$ cat src/rtl/muldiv_issue_ctrl.sv
// muldiv_issue_ctrl
//   EX-stage initiator for the iterative multiply/divide unit. Detects
//   M-extension ops, latches operands/controls and pulses the matching start.
//   It stalls the pipeline until the unit reports done, or until a timeout.
//   It then presents the captured result for one cycle.
//
// Ports:
//   clk, rst                 clock (rising edge), async active-high reset
//   i_valid, i_flush         EX instruction valid / killed
//   i_ALU_Sel                decoded select (1010 MUL, 1011 MULH, 1100 DIV, 1101 REM)
//   i_A, i_B                 forwarded operands
//   i_Unsigned, i_HSU        signedness controls
//   o_ctrl_ALU_Sel, o_A, o_B, o_ctrl_Unsigned, o_ctrl_HSU
//                            latched op presented to the ALU
//   o_ctrl_Start_Mul/Div     single-cycle start pulses
//   i_ctrl_Done              ALU combined done
//   i_ALU_Result             ALU result for the latched select
//   o_stall                  freeze IF/ID/EX
//   o_Result, o_Result_Valid captured result and its one-cycle valid
//   o_Err                    one-cycle timeout flag
//
// Optional feature: define MULDIV_REUSE_EN to reuse the last completed result
// when an identical op arrives. In that case the op skips the unit handshake.
module muldiv_issue_ctrl #(
  parameter int DATA_WIDTH     = 32,
  parameter int TIMEOUT_CYCLES = 64
) (
  input  logic                  clk,
  input  logic                  rst,
  input  logic                  i_valid,
  input  logic                  i_flush,
  input  logic [3:0]            i_ALU_Sel,
  input  logic [DATA_WIDTH-1:0] i_A,
  input  logic [DATA_WIDTH-1:0] i_B,
  input  logic                  i_Unsigned,
  input  logic                  i_HSU,
  output logic [3:0]            o_ctrl_ALU_Sel,
  output logic [DATA_WIDTH-1:0] o_A,
  output logic [DATA_WIDTH-1:0] o_B,
  output logic                  o_ctrl_Unsigned,
  output logic                  o_ctrl_HSU,
  output logic                  o_ctrl_Start_Mul,
  output logic                  o_ctrl_Start_Div,
  input  logic                  i_ctrl_Done,
  input  logic [DATA_WIDTH-1:0] i_ALU_Result,
  output logic                  o_stall,
  output logic [DATA_WIDTH-1:0] o_Result,
  output logic                  o_Result_Valid,
  output logic                  o_Err
);

  localparam int CNT_W = (TIMEOUT_CYCLES > 1) ? $clog2(TIMEOUT_CYCLES) : 1;
  localparam logic [CNT_W-1:0] CNT_ZERO = {CNT_W{1'b0}};
  localparam logic [CNT_W-1:0] CNT_ONE  = CNT_W'(1);
  localparam logic [CNT_W-1:0] CNT_LAST = CNT_W'(TIMEOUT_CYCLES - 1);
  localparam logic [3:0] SEL_FIRST = 4'b1010;
  localparam logic [3:0] SEL_LAST  = 4'b1101;

  typedef enum logic [2:0] {
    IDLE  = 3'd0,
    START = 3'd1,
    WAIT  = 3'd2,
    DONE  = 3'd3,
    DRAIN = 3'd4
  } state_t;

  state_t                state;
  logic [CNT_W-1:0]      cnt;
  logic [3:0]            lat_sel;
  logic [DATA_WIDTH-1:0] lat_a;
  logic [DATA_WIDTH-1:0] lat_b;
  logic                  lat_uns;
  logic                  lat_hsu;
  logic [DATA_WIDTH-1:0] result;
  logic                  err_flag;

  logic is_m;
  logic issue;
  logic done_ok;
  logic timeout;
  logic unit_end;
  logic reuse_hit;

  // Op detection and completion qualifiers. Done is ignored while cnt is 0
  // because the unit may still show its idle-done level right after start.
  always_comb begin
    is_m     = i_valid & (i_ALU_Sel >= SEL_FIRST) & (i_ALU_Sel <= SEL_LAST);
    issue    = is_m & ~i_flush;
    done_ok  = i_ctrl_Done & (cnt != CNT_ZERO);
    timeout  = ~done_ok & (cnt == CNT_LAST);
    unit_end = done_ok | timeout;
  end

`ifdef MULDIV_REUSE_EN
  // The latched op and captured result double as the cache key and data.
  // Only a valid bit is needed on top of them.
  logic cache_valid;

  assign reuse_hit = issue & cache_valid & (i_ALU_Sel == lat_sel) &
                     (i_A == lat_a) & (i_B == lat_b) &
                     (i_Unsigned == lat_uns) & (i_HSU == lat_hsu);

  // Cache valid: set on a clean completion, dropped on timeout or drain.
  always_ff @(posedge clk or posedge rst) begin
    if (rst) begin
      cache_valid <= 1'b0;
    end else begin
      case (state)
        START: if (i_flush) cache_valid <= 1'b0;
        WAIT: begin
          if (i_flush | timeout) cache_valid <= 1'b0;
          else if (done_ok)      cache_valid <= 1'b1;
        end
        default: cache_valid <= cache_valid;
      endcase
    end
  end
`else
  assign reuse_hit = 1'b0;
`endif

  // Issue FSM with operand latches, wait counter and result capture.
  always_ff @(posedge clk or posedge rst) begin
    if (rst) begin
      state    <= IDLE;
      cnt      <= CNT_ZERO;
      lat_sel  <= 4'b0000;
      lat_a    <= {DATA_WIDTH{1'b0}};
      lat_b    <= {DATA_WIDTH{1'b0}};
      lat_uns  <= 1'b0;
      lat_hsu  <= 1'b0;
      result   <= {DATA_WIDTH{1'b0}};
      err_flag <= 1'b0;
    end else begin
      case (state)
        IDLE: begin
          if (issue) begin
            lat_sel <= i_ALU_Sel;
            lat_a   <= i_A;
            lat_b   <= i_B;
            lat_uns <= i_Unsigned;
            lat_hsu <= i_HSU;
            if (reuse_hit) begin
              err_flag <= 1'b0;
              state    <= DONE;
            end else begin
              state <= START;
            end
          end
        end
        START: begin
          cnt   <= CNT_ZERO;
          state <= i_flush ? DRAIN : WAIT;
        end
        WAIT: begin
          cnt <= cnt + CNT_ONE;
          if (unit_end) begin
            // A flush on the completing cycle simply absorbs the result.
            if (i_flush) begin
              state <= IDLE;
            end else begin
              result   <= done_ok ? i_ALU_Result : {DATA_WIDTH{1'b0}};
              err_flag <= timeout;
              state    <= DONE;
            end
          end else if (i_flush) begin
            state <= DRAIN;
          end
        end
        DRAIN: begin
          cnt <= cnt + CNT_ONE;
          if (unit_end) state <= IDLE;
        end
        DONE:    state <= IDLE;
        default: state <= IDLE;
      endcase
    end
  end

  // Stall: combinational detect in IDLE, held through the handshake, and in
  // DRAIN only a new M op is held back.
  always_comb begin
    case (state)
      IDLE:    o_stall = issue;
      START:   o_stall = 1'b1;
      WAIT:    o_stall = 1'b1;
      DRAIN:   o_stall = is_m;
      DONE:    o_stall = 1'b0;
      default: o_stall = 1'b0;
    endcase
  end

  assign o_ctrl_ALU_Sel   = lat_sel;
  assign o_A              = lat_a;
  assign o_B              = lat_b;
  assign o_ctrl_Unsigned  = lat_uns;
  assign o_ctrl_HSU       = lat_hsu;
  // Select bit 2 distinguishes DIV/REM from MUL/MULH.
  assign o_ctrl_Start_Mul = (state == START) & ~lat_sel[2];
  assign o_ctrl_Start_Div = (state == START) &  lat_sel[2];
  assign o_Result         = result;
  assign o_Result_Valid   = (state == DONE) & ~i_flush;
  assign o_Err            = (state == DONE) & err_flag & ~i_flush;

endmodule

$ cat config.mk
export PLATFORM = sky130hd
export DESIGN_NAME = muldiv_issue_ctrl
export DESIGN_NICKNAME = d
export VERILOG_FILES = /design/src/rtl/muldiv_issue_ctrl.sv
export SDC_FILE = /design/constraint.sdc
export NUM_CORES = 1
export LEC_CHECK = 0
export ABC_AREA = 1
export BUFFER_PORTS_ARGS = -buffer_cell sky130_fd_sc_hd__buf_2
export CAP_MARGIN = 5
export CORE_MARGIN = 5
export CORE_UTILIZATION = 42
export DETAILED_ROUTE_END_ITERATION = 16
export PLACE_DENSITY = 0.77
export SYNTH_ARGS = -nofsm -noshare
export SYNTH_HDL_FRONTEND = slang
export SYNTH_SLANG_ARGS = --single-unit
export TNS_END_PERCENT = 5
$ cat constraint.sdc
create_clock -name clk -period 2.95 [get_ports clk]
set_input_delay 0.1475 -clock clk [delete_from_list [all_inputs] [get_ports clk]]
set_output_delay 0.1475 -clock clk [all_outputs]
set_load 0.03 [all_outputs]
# Word level (Yosys, flattened, before mapping)
# Index checks and enable logic that the tools add are counted.
# W data, S select, Z words.
[totals]
regBits = 112
in_bits = 107
out_inout_bits = 107
wordCells = 52
[op_classes]
add_sub_neg = 1
magnitude_cmp = 2
n_eq_ne = 8
n_mux = 10
n_bitwise = 14
n_reduce_logical = 8
[ops]
columns = ["cell", "n"]
rows = [
  ["$mux W32", 1],
  ["$mux W3", 5],
  ["$pmux W3 S4", 1],
  ["$pmux W6 S2", 1],
  ["$and A1 B1 Y1", 10],
  ["$add A6 B1 Y6 const B", 1],
  ["$eq A3 B2 Y1 const B", 2],
  ["$eq A6 B6 Y1 const B", 1],
  ["$reduce_and A3 Y1", 2],
  ["$reduce_bool A6 Y1", 1],
  ["$ge A4 B4 Y1 const B", 1],
  ["$le A4 B4 Y1 const B", 1],
  ["$ne A2 B2 Y1 const B", 2],
  ["$reduce_or A2 Y1", 2],
  ["$eq A3 B1 Y1 const B", 1],
  ["$eq A3 B3 Y1 const B", 1],
  ["$logic_not A3 Y1", 1],
  ["$ne A3 B3 Y1 const B", 1],
  ["$not A1 Y1", 3],
  ["$pmux W1 S3", 1],
  ["$mux W2", 1],
  ["$reduce_and A2 Y1", 1],
  ["$reduce_bool A2 Y1", 1],
  ["$or A1 B1 Y1", 1],
]

# Longest topological paths before layout
# Gate-level depths: netlist of run 1.
[depth]
ltp_word = 7
ltp_mapped = 10
mapped_depth_nobuf = 8

# Worst setup path before layout of run 1
# OpenSTA, ideal clock, no wires.
[synth_timing]
path_kind = "flip-flop to output port"
from = "register state[2]"
to = "output port o_Err"
arrival_time_ps = 1893
required_ps = 2803
path_slack_ps = 910
path_stages_with_launch = 3
n_path_buf = 0
cell_sequence = "dfrtp_1 > nor4_1 > and2_1"
[synth_between]
elab_chain_len = 3
[synth_lines]
columns = ["item", "line_no", "text"]
rows = [
  ["from (decl)", "67", "state_t state;"],
  ["from (signal assigned)", "153", "state <= i_flush ? DRAIN : WAIT;"],
  ["$eq A3 B2 Y1", "203", "assign o_Err = (state == DONE) & err_flag & ~i_flush;"],
  ["$and A1 B1 Y1 (2 in series)", "203", ""],
  ["to (decl)", "49", "output logic o_Err"],
]
# Every way passes these cells.

# Worst setup path in the final report of run 1
[layout_timing]
from = "register state[1]"
to = "output port o_stall"
[layout_between]
elab_chain_len = 3
elab_cells_between_ends = 6
cone_classes = "eq/ne (3); mux (1); reduce/logical (2)"
[layout_lines]
columns = ["item", "line_no", "text"]
rows = [
  ["$eq A3 B1 Y1 / $eq A3 B2 Y1 (equally long branches)", "183", "case (state)"],
  ["$reduce_or A2 Y1 (no line)", "-", ""],
  ["$pmux W1 S3 (*)", "183", ""],
  ["to (decl)", "46", "output logic o_stall,"],
]
# Every way passes the cells marked *; elsewhere a longest branch is shown, timed or not.

==> run_results.csv, run 1 <==
group,metric,value,unit
sta,skew,0.0104,ns
route,viasPerCell,4.62,
route,dr.pass1.iters,4,
status,status,"complete, no violations",
global_routing,grt_pass1_wl,22100,µm
global_routing,gr-total-overflow,0,
job,max-cap-violations,0,
sta,period_share,79.3,%
layout,register_area,0.00280,mm²
die,core,0.0103,mm²
power_and_ir_drop,ir_worst_vdd,525,µV
die,die_y,113,µm
power_and_ir_drop,pwr-share-clk,14.7,%
global_routing,grt_use_met2,36.8,%
route,initialDrtViolationCount,388,
placed_design,dpl.hpwl,8800,µm
layout,final_nets,934,
worst_setup_path,criticalPathCategory,"register to primary output",
worst_setup_path,cp_data_arrival_time,2.19,ns
worst_setup_path,crit_required,2.80,ns
clock_network,htreeDepth,3,
die,die_width,113,µm
power_and_ir_drop,swShare,46.5,%
sta,slew_violations,0,
worst_setup_path,worstSetupStartpointType,"register",
power_and_ir_drop,p_comb_share,46.3,%
clock_network,clkTransAtPathRegs,0.10,ns
power_and_ir_drop,cellInternalPower,3.47,mW
placed_design,io_buffers,213,
die,die-area,0.0127,mm²
global_routing,grt_start_max_net_pins,72,
layout,drive_gt1_share,29.4,%
layout,final_core_util,66.0,%
layout,syn_to_final_growth,53.2,%
sta,fmax,428,MHz
layout,multiInputGateArea,0.00146,mm²
clock_network,cts_tree,"yes",
synthesis,synth-seq-cells,112,
sta,final-setup-viol-count,0,
worst_setup_path,worst-path-max-fanout,68,
synthesis,netlist_area,0.00445,mm²
sta,rsz0062_at_grt,"false",
layout,final_common_cell,"nand2_1",
clock_network,cts_resized,0,
global_routing,met3_usage,5.72,%
clock_network,cts_num_sinks,112,
die,io_pins,214,
placed_design,placed_area,0.00563,mm²
route,drc_errors,0,
global_routing,grt_antenna_before_repair,2,
global_routing,grt_pass1_vias,4695,
clock_network,cts_buffers,9,
layout,layoutNonFillerInstCount,967,
global_routing,grt_usage,21.1,%
sta,hold_viol,0,
synthesis,yosysWarnings,0,
die,start_util,43.1,%
clock_network,cts_max_path_buffers,2,
synthesis,yosysUniqueCellTypes,21,
clock_network,postCtsSetupBuffers,0,
power_and_ir_drop,p_leak,3.95,nW
clock_network,clk_latency,0.37,ns
global_routing,use_met1,24.8,%
worst_setup_path,endpoint_kind,"primary output",
route,ant_nets,0,
placed_design,gp_congestion,0.910,
layout,fillers,783,
placed_design,dp.cells,854,
sta,fin_crit,2.34,ns
layout,final_area,0.00681,mm²
synthesis,ys_seq_area_share,63.0,%
sta,slew_headroom,28.3,%
synthesis,syn_nets,628,
route,routed-via-count,4466,
route,routed_wl,13200,µm
power_and_ir_drop,powerDensity,953,mW/mm²
power_and_ir_drop,seq_power_share,39.1,%
synthesis,syn_area_per_cell,8.57,µm²
route,avgRoutedWirePerCell,13.7,µm
clock_network,clockRootBuffer,"clkbuf_8",
sta,tightest_slew,1.08,ns
die,placementRows,37,
layout,final_cell_mix,"nand2_1, buf_2, dfrtp_1, dlygate4sd3_1, nor2_1",
global_routing,busiest_layer,"met2",
hold_path,hold_path.class,"input port to register",
power_and_ir_drop,switchingPower,3.02,mW
sta,setup-tns-final,0,ns
synthesis,netlist_instances,519,
==> final timing paths <==
| path | slack, ns | start | cells after the start | end |
|---|---|---|---|---|
| setup / recovery | 0.61 | state[1] | 8 | o_stall |
| hold / removal | 0.02 | i_ALU_Result[31] | 3 | o_Result[31] |
| setup reg to reg | 1.11 | state[1] | 8 | o_B[31] |
| hold reg to reg | 0.47 | o_A[15] | 2 | o_A[15] |
| max in group asynchronous | 1.76 | rst | 4 | o_Result[14] |
| min in group asynchronous | 0.47 | rst | 3 | cnt[2] |
==> per-layer routing <==
metal	share of wire, %	up-vias
met1	40	2058
met4	2.8	2
met5	0.15	-
met2	49	196
li1	-	2175
met3	8.0	35
==> power by group through the flow <==
stage / Clock [mW] / Sequential [mW] / Combinational [mW]
4_1_cts: 0.988 / 2.53 / 3.01
6_report: 0.952 / 2.54 / 3.00
3_5_place_dp: 0 / 2.55 / 2.92
5_1_grt: 1.05 / 2.61 / 3.24
3_3_place_gp: 0 / 2.53 / 2.85
2_1_floorplan: 0 / 3.74 / 0.730
==> synth_stat cells <==
cell type,number,area share [%]
o21ai_0,5,0.56
inv_1,15,1.3
nand4_1,3,0.42
nand3_1,7,0.79
nor2_4,1,0.25
a21oi_1,4,0.45
ha_1,2,0.56
o21a_1,1,0.17
nor2_1,16,1.4
dfrtp_1,112,63
clkbuf_1,4,0.34
xor2_1,2,0.39
buf_6,3,0.76
inv_2,5,0.42
and2_1,1,0.14
or2_2,1,0.14
nor3_1,2,0.23
buf_2,13,1.5
nor4_1,1,0.14
o22ai_1,1,0.14
nand2_1,320,27
==> critical path: stages, from the launching register on <==
cell and delay, ns:
dfrtp_1 0.39, inv_2 0.06, nand2_1 0.07, nor2_1 0.06
inv_2 0.08, nor2_4 0.04, inv_2 0.74, nand4_1 0.14
buf_2 0.24
==> stage by stage <==
step / power, mW / setup slack [ns] / hold slack [ns]
2_1_floorplan: 4.47 / 0.910 / 0.211
3_3_place_gp: 5.38 / 0.989 / 0.323
3_5_place_dp: 5.47 / 0.959 / 0.324
4_1_cts: 6.53 / 0.534 / 0.000101
5_1_grt: 6.90 / 0.369 / 0.0183
6_report: 6.49 / 0.611 / 0.0175
==> sequential cells by signal, summed over array words and instances (netlist names) <==
name and flops:
o_ctrl_Unsigned 1, state 3, o_ctrl_ALU_Sel 4, cnt 6, err_flag 1, o_Result 32, o_B 32, o_ctrl_HSU 1
o_A 32
==> cell type report <==
class | instances | share of cell area (%)
antenna | 1 | 0.0367
clock buffer | 11 | 2.22
clock inverter | 5 | 0.937
inverter | 20 | 1.16
multi-input combinational | 367 | 21.4
sequential | 112 | 41.1
tap | 136 | 2.50
timing repair buffer | 315 | 30.6
==> kinds of logic after synthesis <==
| family | share of synthesized area (%) |
|---|---|
| xor+xnor | 0.394 |
| compound gates | 1.32 |
| fa+ha+maj | 0.562 |
| flops | 63.0 |
| simple gates | 30.5 |
| buf+inv | 4.25 |
==> repair_timing <==
item                                    4_1_cts  5_1_grt
endpoints found under the hold margin       126        0
hold buffers                                 96        0
endpoints found under the setup margin        0        0
(Power assumes the default switching activity.)
==> run 2: changes to the inputs <==
--- a/config.mk
+++ b/config.mk
@@ -5,13 +5,13 @@
 export SDC_FILE = /design/constraint.sdc
 export NUM_CORES = 1
 export LEC_CHECK = 0
-export ABC_AREA = 1
+export ABC_AREA = 0
 export BUFFER_PORTS_ARGS = -buffer_cell sky130_fd_sc_hd__buf_2
 export CAP_MARGIN = 5
 export CORE_MARGIN = 5
-export CORE_UTILIZATION = 42
+export CORE_UTILIZATION = 46
 export DETAILED_ROUTE_END_ITERATION = 16
-export PLACE_DENSITY = 0.77
+export PLACE_DENSITY = 0.8
 export SYNTH_ARGS = -nofsm -noshare
 export SYNTH_HDL_FRONTEND = slang
 export SYNTH_SLANG_ARGS = --single-unit
==> constraint.sdc (replaced) <==
create_clock -name clk -period 2.19 [get_ports clk]
set_input_delay 0.1095 -clock clk [delete_from_list [all_inputs] [get_ports clk]]
set_output_delay 0.1095 -clock clk [all_outputs]
set_load 0.03 [all_outputs]
==> run 2 against run 1 <==
- power increased by 39%
- clock skew increased by 0.0013 ns
- die area decreased by 8.3%
- sequential share of layout area decreased by 0.35 points
==> run_results.csv, run 2 <==
group,metric,value,unit
clock_network,htreeDepth,3,
global_routing,grt_pass1_vias,4227,
clock_network,clkTransAtPathRegs,0.11,ns
die,die_y,108,µm
worst_setup_path,cp_common_cell,"nor2_1",
clock_network,cts_max_path_buffers,2,
synthesis,synth_edf_count,0,
hold_path,hold_path.class,"input port to register",
die,core,0.00933,mm²
layout,drive_gt1_share,49.7,%
sta,setup-tns-final,0,ns
sta,final-setup-viol-count,0,
route,avgRoutedWirePerCell,19.4,µm
power_and_ir_drop,switchingPower,4.10,mW
layout,final_nets,730,
global_routing,grt_pass1_wl,22700,µm
die,start_util,47.5,%
sta,fin_crit,1.99,ns
power_and_ir_drop,p_comb_share,48.5,%
layout,final_core_util,73.7,%
layout,syn_to_final_growth,55.2,%
synthesis,yosysUniqueCellTypes,37,
layout,final_common_cell,"buf_2",
synthesis,synth-seq-cells,112,
sta,slew_violations,0,
route,routed_wl,14700,µm
sta,fin_ws,0.199,ns
global_routing,use_met1,28.5,%
global_routing,gr-total-overflow,0,
synthesis,synthFlopType,"dfrtp_1",
worst_setup_path,endpoint_kind,"primary output",
worst_setup_path,cp_data_arrival_time,1.88,ns
sta,slew_headroom,38.9,%
worst_setup_path,slowest_stage,"nor2_1",
power_and_ir_drop,seq_power_share,38.8,%
status,status,"complete, no violations",
die,die-area,0.0117,mm²
power_and_ir_drop,p_leak,3.45,nW
sta,tightest_slew,0.914,ns
die,die_width,108,µm
clock_network,cts_num_sinks,112,
sta,hold_viol,0,
global_routing,met3_usage,6.69,%
global_routing,grt_antenna_before_repair,0,
global_routing,grt_start_max_net_pins,43,
route,drc_errors,0,
clock_network,clk_latency,0.36,ns
worst_setup_path,worst-path-max-fanout,14,
synthesis,yosys-top-cells-count,"dfrtp_1, mux2_2, a22o_1",
power_and_ir_drop,pwr-share-clk,12.7,%
global_routing,busiest_layer,"met2",
synthesis,netlist_area,0.00443,mm²
placed_design,gp_congestion,0.852,
route,dr.pass1.iters,4,
synthesis,syn_nets,414,
layout,final_cell_mix,"buf_2, dfrtp_1, dlygate4sd3_1, mux2_2, a22o_1",
clock_network,clockRootBuffer,"clkbuf_8",
clock_network,cts_buffers,9,
sta,period_share,90.9,%
worst_setup_path,crit_chain,"buf_4 > nor2_1 > nand2_1 > nor2_1 > buf_2",
worst_setup_path,crit_required,2.08,ns
global_routing,grt_use_met2,44.5,%
die,placementRows,35,
sta,fmax,502,MHz
worst_setup_path,slowest_delay,0.44,ns
power_and_ir_drop,ir_worst_vdd,653,µV
synthesis,ys_seq_area_share,63.3,%
clock_network,cts_tree,"yes",
synthesis,syn_area_per_cell,14.5,µm²
synthesis,async_reset_ff_share,100,%
route,viasPerCell,5.04,
synthesis,yosysWarnings,0,
die,io_pins,214,
sta,skew,0.0117,ns
route,ant_nets,0,
global_routing,grt_usage,25.1,%
synthesis,netlist_instances,305,
power_and_ir_drop,powerDensity,1310,mW/mm²
placed_design,dp_slack,-0.0716,ns
synthesis,synth_most_common_cell,"dfrtp_1",
worst_setup_path,worstSetupStartpointType,"register",
synthesis,synth_top_area_share,63.3,%
synthesis,synth_area_leaders,"dfrtp_1, mux2_2, a22o_1, a21oi_1, buf_2",
placed_design,dpl.hpwl,8410,µm
power_and_ir_drop,cellInternalPower,4.93,mW
power_and_ir_drop,swShare,45.4,%
job,max-cap-violations,0,
sta,rsz0062_at_grt,"false",
route,initialDrtViolationCount,180,
placed_design,io_buffers,213,
worst_setup_path,criticalPathCategory,"register to primary output",
route,routed-via-count,3809,
synthesis,synth_area_leader_cell,"dfrtp_1",
==> run 2: cell types whose count changed in the layout (fill, tap and decap cells not counted), moves of 5 or more <==
cell           change
nand2_1          -315
and3_1             +5
nand3_1            -6
a21oi_1            +5
inv_1             -10
mux2_2            +68
dlygate4sd3_1      +6
inv_2              -5
a22o_1            +32
nor2_1             -7
==> run 2: power groups by stage <==
| stage | Combinational [mW] | Clock, mW | Sequential (mW) |
|---|---|---|---|
| 3_5_place_dp | 4.14 | 0 | 3.44 |
| 4_1_cts | 4.28 | 1.17 | 3.41 |
| 3_3_place_gp | 4.05 | 0 | 3.41 |
| 5_1_grt | 4.58 | 1.26 | 3.59 |
| 6_report | 4.38 | 1.15 | 3.50 |
| 2_1_floorplan | 1.07 | 0 | 5.14 |
==> run 2: cell type report <==
type / count / area (µm²)
Sequential cell: 112 / 2800
Fill cell: 571 / 2460
Timing Repair Buffer: 324 / 2200
Multi-Input combinational cell: 169 / 1500
Tap cell: 129 / 161
Clock buffer: 11 / 131
Clock inverter: 5 / 48.8
Inverter: 5 / 22.5
Antenna cell: 1 / 2.50
==> run 2: stage by stage <==
stage | hold slack, ns | instance area, µm² | total power, mW | cells
finish | 0.0790 | 6870 | 9.03 | 756
floorplan | 0.180 | 4430 | 6.22 | 305
global route | 0.0811 | 6870 | 9.44 | 755
CTS | 0.0698 | 6870 | 8.86 | 755
detailed placement | 0.335 | 5660 | 7.58 | 637
global placement | 0.322 | 5660 | 7.46 | 637
==> run 2: per-layer routing <==
layer	share of wire [%]	wire, µm
met3	8.2	1200
met1	37	5490
met5	0	0
met2	51	7500
met4	3.5	509
==> run 2: worst max-delay path, delay by kind of cell (launching register included) <==
family | cells | cell delay (ns)
and+or+nand+nor | 3 | 0.70
DFF | 1 | 0.43
buffers and inverters | 2 | 0.40
==> run 2: cells by family after synthesis <==
logic type | count (synthesis) | synth area share (%)
buf+inv | 24 | 3.02
xor+xnor | 6 | 1.19
simple gates | 35 | 4.30
fa+ha+maj | 2 | 0.565
mux | 69 | 17.5
flops | 112 | 63.3
compound gates | 57 | 10.1
==> run 2: worst paths after layout <==
kind	start	end	slack [ns]	cells past startpoint
max in group asynchronous	rst	o_ctrl_ALU_Sel[0]	1.05	4
worst max-delay path	state[1]	o_ctrl_Start_Mul	0.20	5
worst min-delay path	i_ctrl_Done	state[0]	0.08	3
min in group asynchronous	rst	o_Result[22]	0.48	3
worst max register to register	cnt[0]	o_Result[25]	0.23	6
worst min register to register	o_Result[29]	o_Result[29]	0.51	1
==> run 2: repair_timing <==
action | in CTS | in global routing
endpoints found under the setup margin | 32 | 0
hold endpoints to repair | 140 | 0
setup buffers | 0 | 0
hold buffers | 102 | 0
resized for setup | 1 | 0
==> run 3: changes to the inputs <==
--- a/config.mk
+++ b/config.mk
@@ -9,9 +9,9 @@
 export BUFFER_PORTS_ARGS = -buffer_cell sky130_fd_sc_hd__buf_2
 export CAP_MARGIN = 5
 export CORE_MARGIN = 5
-export CORE_UTILIZATION = 46
+export CORE_UTILIZATION = 43
 export DETAILED_ROUTE_END_ITERATION = 16
-export PLACE_DENSITY = 0.8
+export PLACE_DENSITY = 0.75
 export SYNTH_ARGS = -nofsm -noshare
 export SYNTH_HDL_FRONTEND = slang
 export SYNTH_SLANG_ARGS = --single-unit
==> run 3 against run 2 <==
- via count is essentially flat
- clock-buffer cell count shrank 2
- clock skew shrank 0.0031 ns
- sequential power shrank 1%
- cell area shrank 0.46%
- global-route usage shrank 3.5 points
- sequential share of layout area grew 0.19 points
- critical path type is now register to register
- critical endpoint is now o_Result[8]
- largest cell class unchanged
- largest power group unchanged
==> run_results.csv, run 3 (synthesis gave the netlist of run 2 again) <==
group,metric,value,unit
status,status,"complete, no violations",
worst_setup_path,criticalPathCategory,"register to register",
clock_network,cts_tree,"yes",
worst_setup_path,regToRegSetupSlack,0.24,ns
route,dr.pass1.iters,4,
sta,fmax,512,MHz
global_routing,gr-total-overflow,0,
placed_design,placed_area,0.00565,mm²
sta,rsz0062_at_grt,"false",
route,ant_nets,0,
sta,slew_violations,0,
worst_setup_path,critPathTopFamily,"compound AO/OA/AOI/OAI gates",
die,die_y,111,µm
worst_setup_path,worstSetupStartpointType,"register",
layout,final_area,0.00684,mm²
worst_setup_path,path_depth,6,
power_and_ir_drop,ir_worst_vdd,788,µV
die,die_width,111,µm
global_routing,grt_pass1_vias,4199,
placed_design,dpl.hpwl,8100,µm
worst_setup_path,rr_endpoint,"o_Result[8]",
clock_network,clockRootBuffer,"clkbuf_8",
layout,diodes,0,
layout,drive_gt1_share,49.9,%
worst_setup_path,crit_required,2.49,ns
placed_design,io_buffers,213,
route,initialDrtViolationCount,236,
clock_network,cts_buffers,9,
power_and_ir_drop,power,8.83,mW
hold_path,hold_path.class,"input port to register",
layout,final_cell_mix,"buf_2, dfrtp_1, dlygate4sd3_1, mux2_2, a22o_1",
sta,skew,0.00861,ns
clock_network,cts_num_sinks,112,
clock_network,clkTransAtPathRegs,0.10,ns
worst_setup_path,timing.rr.start,"cnt[0]",
route,viasPerCell,5.00,
worst_setup_path,cp_data_arrival_time,2.25,ns
die,io_pins,214,
die,die-area,0.0124,mm²
sta,tightest_slew,0.735,ns
clock_network,cts_max_path_buffers,2,
route,avgRoutedWirePerCell,17.2,µm
layout,final_nets,730,
sta,final-setup-viol-count,0,
global_routing,grt_usage,21.6,%
worst_setup_path,rr_worst_depth,6,
sta,slew_headroom,50.9,%
worst_setup_path,path_buf_inv,1,
worst_setup_path,worst-path-max-fanout,32,
sta,hold_viol,0,
route,drc_errors,0,
route,routed-via-count,3806,
hold_path,holdPathStages,3,
sta,fin_crit,1.95,ns
hold_path,hold_start,"i_ctrl_Done",
job,max-cap-violations,0,
sta,period_share,89.1,%
die,start_util,43.5,%
placed_design,gp_congestion,0.827,
clock_network,htreeDepth,3,
worst_setup_path,slowest_stage,"or4b_4",
power_and_ir_drop,powerDensity,1290,mW/mm²
global_routing,grt_antenna_before_repair,0,
worst_setup_path,endpoint_kind,"register",
clock_network,clk_latency,0.37,ns
die,core,0.0102,mm²
global_routing,grt_pass1_wl,21600,µm
route,routed_wl,13100,µm
layout,fillers,703,
power_and_ir_drop,p_leak,3.44,nW
layout,syn_to_final_growth,54.5,%
layout,register_area,0.00280,mm²
layout,final_common_cell,"buf_2",
clock_network,postCtsSetupBuffers,0,
die,placementRows,37,
worst_setup_path,crit_chain,"inv_1 > ha_1 > or4b_4 > o21ai_4 > a21o_4 > a22o_1",
hold_path,holdPathEnd,"state[0]",
worst_setup_path,slowest_delay,0.46,ns
layout,multiInputGateArea,0.00150,mm²
global_routing,grt_start_max_net_pins,64,
==> run 3: repair_timing <==
| item | 4_1_cts | 5_1_grt |
|---|---|---|
| endpoints found under the setup margin | 32 | 0 |
| hold buffers | 102 | 0 |
| endpoints found under the hold margin | 213 | 0 |
| resized for setup | 1 | 0 |
==> run 3: worst reg2reg max path: stages, from the launching register on <==
cell and delay (ns):
dfrtp_1 0.43, inv_1 0.09, ha_1 0.13, or4b_4 0.46, o21ai_4 0.22, a21o_4 0.36
a22o_1 0.21
==> run 3: through the flow <==
step                      cells  util [%]  setup TNS, ns  setup slack [ns]  hold slack [ns]
final                       761      67.2              0             0.238           0.0780
after global routing        761      67.2              0             0.110           0.0751
after CTS                   761      67.2              0             0.231           0.0566
after detailed placement    644      55.4          -2.63           -0.0945            0.232
after global placement      644      55.4              0            0.0310            0.227
after floorplan             305         -              0             0.396            0.180
==> run 3: cell type report <==
| class | count | area share, % |
|---|---|---|
| clock buffers | 9 | 1.81 |
| multi-input cells | 169 | 21.9 |
| clock inverters | 6 | 0.640 |
| repair buffers | 324 | 31.9 |
| inverters | 5 | 0.329 |
| well taps | 136 | 2.49 |
| flip-flops and latches | 112 | 41.0 |
==> run 3: worst max path at each step <==
stage,startpoint,endpoint
6_report,cnt[0],o_Result[8]
5_1_grt,state[1],o_ctrl_Start_Div
4_1_cts,state[1],o_ctrl_Start_Div
3_5_place_dp,cnt[0],o_Result[17]
3_3_place_gp,cnt[0],o_Result[16]
2_1_floorplan,cnt[0],o_Result[0]
==> run 3: where the power goes <==
| part | switching [mW] | internal, mW | leakage, nW |
|---|---|---|---|
| clock | 0.685 | 0.414 | 0.0859 |
| sequential | 0.515 | 2.95 | 1.40 |
| combinational | 2.74 | 1.53 | 1.95 |
| total | 3.94 | 4.89 | 3.44 |
==> run 3: metal layers <==
| layer | part of all wire [%] | track usage, % | vias up |
|---|---|---|---|
| li1 | - | - | 1734 |
| met1 | 38 | 24.2 | 1857 |
| met2 | 51 | 38.2 | 180 |
| met3 | 8.0 | 6.52 | 35 |
| met4 | 3.1 | 9.33 | 0 |
| met5 | 0 | 0 | - |
